`src/rtl/md_issue_ctrl.sv`:
```
`default_nettype none
// ============================================================================
// Module   : md_issue_ctrl
// Brief    : E-stage issue/stall controller for the HI/LO multiply/divide unit.
// Revision : 1.0 - initial release
// ============================================================================
module md_issue_ctrl #(
    parameter int MULT_LAT = 5,
    parameter int DIV_LAT  = 10
) (
    input  logic        clk,
    input  logic        reset,
    input  logic        e_valid,
    input  logic [3:0]  e_md_op,
    input  logic [31:0] e_rs,
    input  logic [31:0] e_rt,
    input  logic        flush,
    input  logic        md_busy,
    input  logic [31:0] md_hi,
    input  logic [31:0] md_lo,
    output logic        md_start,
    output logic [1:0]  md_ctrl,
    output logic        md_mthi,
    output logic        md_mtlo,
    output logic [31:0] md_inA,
    output logic [31:0] md_inB,
    output logic [31:0] md_dataW,
    output logic [31:0] e_md_rdata,
    output logic        stall_e,
    output logic        md_pending
);

    localparam int c_max_lat = (MULT_LAT > DIV_LAT) ? MULT_LAT : DIV_LAT;
    localparam int c_cnt_w   = $clog2(c_max_lat + 1);

    typedef enum logic [0:0] {
        ST_IDLE = 1'b0,
        ST_WAIT = 1'b1
    } state_t;

    state_t               r_state;
    state_t               w_state_nxt;
    logic [c_cnt_w-1:0]   r_cnt;
    logic [c_cnt_w-1:0]   w_cnt_nxt;
    logic                 w_is_md;
    logic                 w_go;
    logic [1:0]           w_op_low;

    assign md_inA     = e_rs;
    assign md_inB     = e_rt;
    assign md_dataW   = e_rs;
    assign md_pending = (r_state == ST_WAIT);
    // Low two bits of (op - 1) map mult/multu/div/divu onto 00..11.
    assign w_op_low   = e_md_op[1:0] - 2'd1;

    always_comb begin
        case (e_md_op)
            4'd5:    e_md_rdata = md_hi;
            4'd6:    e_md_rdata = md_lo;
            default: e_md_rdata = 32'd0;
        endcase
    end

    always_ff @(posedge clk or posedge reset) begin
        if (reset) begin
            r_state <= ST_IDLE;
            r_cnt   <= '0;
        end else begin
            r_state <= w_state_nxt;
            r_cnt   <= w_cnt_nxt;
        end
    end

    always_comb begin
        w_state_nxt = r_state;
        w_cnt_nxt   = r_cnt;
        w_is_md     = e_valid && (e_md_op >= 4'd1) && (e_md_op <= 4'd8);
        // Busy in IDLE covers a unit still running across a reset.
        stall_e     = w_is_md && ((r_state == ST_WAIT) || md_busy);
        w_go        = w_is_md && !stall_e && !flush && !reset;
        md_start    = w_go && (e_md_op <= 4'd4);
        md_ctrl     = md_start ? w_op_low : 2'b00;
        md_mthi     = w_go && (e_md_op == 4'd7);
        md_mtlo     = w_go && (e_md_op == 4'd8);

        case (r_state)
            ST_IDLE: begin
                if (md_start) begin
                    w_state_nxt = ST_WAIT;
                    w_cnt_nxt   = (e_md_op <= 4'd2) ? c_cnt_w'(MULT_LAT)
                                                    : c_cnt_w'(DIV_LAT);
                end
            end
            ST_WAIT: begin
                if (r_cnt > c_cnt_w'(1)) begin
                    w_cnt_nxt = r_cnt - c_cnt_w'(1);
                end else if (!md_busy) begin
                    w_state_nxt = ST_IDLE;
                    w_cnt_nxt   = '0;
                end else begin
                    // Unit slower than the nominal latency: park at 1.
                    w_cnt_nxt = c_cnt_w'(1);
                end
            end
            default: begin
                w_state_nxt = ST_IDLE;
                w_cnt_nxt   = '0;
            end
        endcase
    end

endmodule
`default_nettype wire
```
`config.mk`:
```
export PLATFORM = sky130hd
export DESIGN_NAME = md_issue_ctrl
export DESIGN_NICKNAME = d
export VERILOG_FILES = /design/src/rtl/md_issue_ctrl.sv
export SDC_FILE = /design/constraint.sdc
export NUM_CORES = 1
export LEC_CHECK = 0
export BUFFER_PORTS_ARGS = -buffer_cell sky130_fd_sc_hd__buf_2
export CAP_MARGIN = 20
export CORE_AREA = 4 4 105 107
export CTS_CLUSTER_DIAMETER = 200
export CTS_CLUSTER_SIZE = 8
export DETAILED_ROUTE_END_ITERATION = 7
export DIE_AREA = 0 0 109 111
export PLACE_DENSITY = 0.47
export SLEW_MARGIN = 0
export SYNTH_ARGS = -nofsm -noshare
export SYNTH_HDL_FRONTEND = slang
export SYNTH_SLANG_ARGS = --single-unit
```
`constraint.sdc`:
```
create_clock -name clk -period 3.2 [get_ports clk]
set_input_delay 0.32 -clock clk [delete_from_list [all_inputs] [get_ports clk]]
set_output_delay 0.32 -clock clk [all_outputs]
set_load 0.02 [all_outputs]
```
==> results.py <==
metrics = {
    "logic_synthesis": {
        "avgSynthCellArea_sq_um": 7.75,
        "synth_area_sq_um": 1540,
        "ys_warn_count": 0,
        "synth-seq-cells": 5,
        "synthCells": 199,
        "synth.yosys.seq_area_share": 0.0812,
        "syn-num-nets": 342,
        "ys_types": 28,
    },
    "worst_setup_path": {
        "cp_max_fo": 11,
        "worstPathArrival_ps": 1880,
        "r2r_slack_ps": 1340,
        "slowest_stage": "dfrtp_1",
        "crit_required_ps": 2880,
        "critPathMaxStageDelay_ps": 510,
        "crit_path_end_kind": "output port",
        "reg2reg_depth": 4,
        "start_kind": "flop",
        "crit_buf_inv": 1,
        "criticalPathCategory": "flop to output port",
        "path_cells": "nor4_4 -> nand2_2 -> or2_1 -> nor2_1 -> buf_2",
        "critPathTopFamily": "simple AND/OR/NAND/NOR gates",
        "worst-path-stages": 5,
    },
    "global_route": {
        "grt_max_degree": 33,
        "globalRouteTotalUtil": 0.0670,
        "grt_overflow": 0,
        "grt_pass1_wl_um": 6500,
        "grt_pass1_vias": 1250,
        "antenna_found_initial": 0,
    },
    "sta": {
        "setup_viol": 0,
        "timing.fmax_mhz": 455,
        "tightest_slew_ps": 447,
        "hold_viol": 0,
        "setup_slack_ps": 1000,
        "slew_headroom": 0.699,
        "post-route-period-util": 0.687,
        "rsz0062_at_grt": "no",
        "skew_ps": 4.24,
        "tns_ps": 0,
        "fin_crit_ps": 2200,
        "finalMaxSlewViolations": 0,
        "hold_slack_ps": 26.3,
    },
    "clocking": {
        "cts_tree": "yes",
        "cts.sinks": 5,
        "cts_buffers": 3,
        "cts_setup_buffers": 0,
        "hold_buffers": 0,
        "cts.reportedPaths.clkPinSlew_ps": 40,
        "h-tree-depth": 1,
        "cts.repair.resized": 0,
        "cts_root_buf": "clkbuf_8",
        "max-clock-path-buffers": 2,
        "clock_latency_ps": 220,
    },
    "place": {
        "gp_congestion": 0.781,
        "dp_slack_ps": 1080,
        "dpl_cell_area_sq_um": 1510,
        "place.port_buffers": 111,
        "hpwl_um": 3840,
    },
    "floorplan": {
        "die-area_sq_um": 12100,
        "die_h_um": 111,
        "core_area_sq_um": 10100,
        "fp.dieW_um": 109,
        "io_pins": 272,
        "rows": 37,
        "start_util": 0.152,
    },
    "routing": {
        "drt-initial-drc-count": 58,
        "wl_met2_um": 2060,
        "final_antenna_net_count": 0,
        "wl_um": 4450,
        "vias": 1319,
        "dr.pass1.iters": 4,
        "wl_met3_um": 555,
        "maxUsedRoutingLayer": "met4",
        "drc": 0,
        "wl_met1_um": 1500,
        "vias_per_cell": 3.81,
        "wire_per_inst_um": 12.9,
    },
    "power": {
        "power_density_nw_per_um2": 335,
        "vdd_drop_max_mv": 0.135,
        "p_leak_nw": 0.867,
    },
    "final_layout": {
        "antenna_cells": 0,
        "area_delta_synth_final_pct": 0.893,
        "drive_above_1_share": 0.567,
        "fin_nets": 354,
        "fin_area_sq_um": 1560,
        "fill_cells": 1182,
    },
    "run": {
        "maxCapViolCount": 0,
    },
    "run_status": {
        "status": "complete, no violations",
    },
    "worst_hold_path": {
        "hold_class": "primary input to async pin",
    },
}
==> layer usage <==
layer  vias up  GRT usage
met5         -          0
met4         0     0.0530
met3        34     0.0280
met2        80      0.104
met1       596     0.0702
li1        609          -
==> where the power goes <==
group          internal (W)  leakage, nW  switching, W
Clock             0.0000838       0.0255     0.0000332
Combinational      0.000125        0.783      0.000141
Sequential        0.0000939       0.0588     0.0000442
==> flip-flops by register name (all words and copies together) (netlist names) <==
| signal | flops |
|---|---|
| md_pending | 1 |
| r_cnt | 4 |
==> logic make-up after synthesis <==
| family | share of synthesized area |
|---|---|
| flip-flops | 0.0812 |
| AND/OR/NAND/NOR | 0.101 |
| AO/OA/AOI/OAI | 0.243 |
| buffers and inverters | 0.526 |
| adder cells (fa/ha/maj) | 0.0487 |
==> layout by cell type (no fill, tap or decap) <==
| cell | instances |
|---|---|
| nand3_1 | 1 |
| nor4_4 | 1 |
| dfrtp_1 | 5 |
| nand2_2 | 1 |
| nand2_1 | 2 |
| a22o_1 | 32 |
| and2_1 | 2 |
| nor4_1 | 1 |
| a21oi_1 | 2 |
| buf_4 | 2 |
| o31ai_1 | 1 |
| nor3b_1 | 2 |
| ha_1 | 6 |
| a311o_1 | 1 |
| buf_2 | 111 |
| o2111ai_1 | 1 |
| or2_1 | 1 |
| nor2_1 | 9 |
| or3_1 | 1 |
| nand3b_1 | 2 |
| nor2b_1 | 1 |
| o21ai_0 | 4 |
| clkinv_2 | 1 |
| a211o_1 | 1 |
| a311oi_1 | 1 |
| clkbuf_8 | 3 |
| nor3_1 | 3 |
| a221o_1 | 2 |
| inv_1 | 10 |
==> worst paths after layout <==
check                           start         end
min in group clk              md_busy  md_pending
setup reg to reg           md_pending    r_cnt[2]
hold reg to reg              r_cnt[1]    r_cnt[1]
setup / recovery           md_pending  md_ctrl[1]
max in group asynchronous       reset    r_cnt[0]
hold / removal                  reset    r_cnt[1]
==> cells in the mapped netlist (all sizes together) <==
master	count	area, sq um
buf	98	743
nor4	2	27.5
clkbuf	8	30.0
a21oi	2	10.0
and2	2	12.5
o2111ai	1	8.76
a221o	2	20.0
nor2b	1	6.26
a311o	1	10.0
a211o	1	8.76
a22o	32	280
inv	10	37.5
nor3b	2	15.0
o31ai	1	7.51
a311oi	1	8.76
ha	6	75.1
nand3b	2	15.0
or3	1	6.26
dfrtp	5	125
nand3	1	5.00
or2	1	6.26
nor2	9	33.8
nand2	3	13.8
o21ai	4	20.0
nor3	3	15.0
==> layout make-up <==
type	instances	area [sq um]	area share
flip-flops and latches	5	125	0.0805
inverters	10	37.5	0.0241
clock buffers	3	41.3	0.0265
repair buffers	113	571	0.367
clock inverters	1	5.00	0.00322
well taps	136	170	0.109
multi-input cells	78	606	0.389
==> stage by stage <==
stage                     total power, W  utilization  cells
after floorplan                 0.000489            -    199
after global placement          0.000400        0.149    342
after detailed placement        0.000405        0.149    342
after CTS                       0.000525        0.153    346
after global routing            0.000575        0.153    346
final                           0.000521        0.153    346
Power figures use the tool's default switching activity.
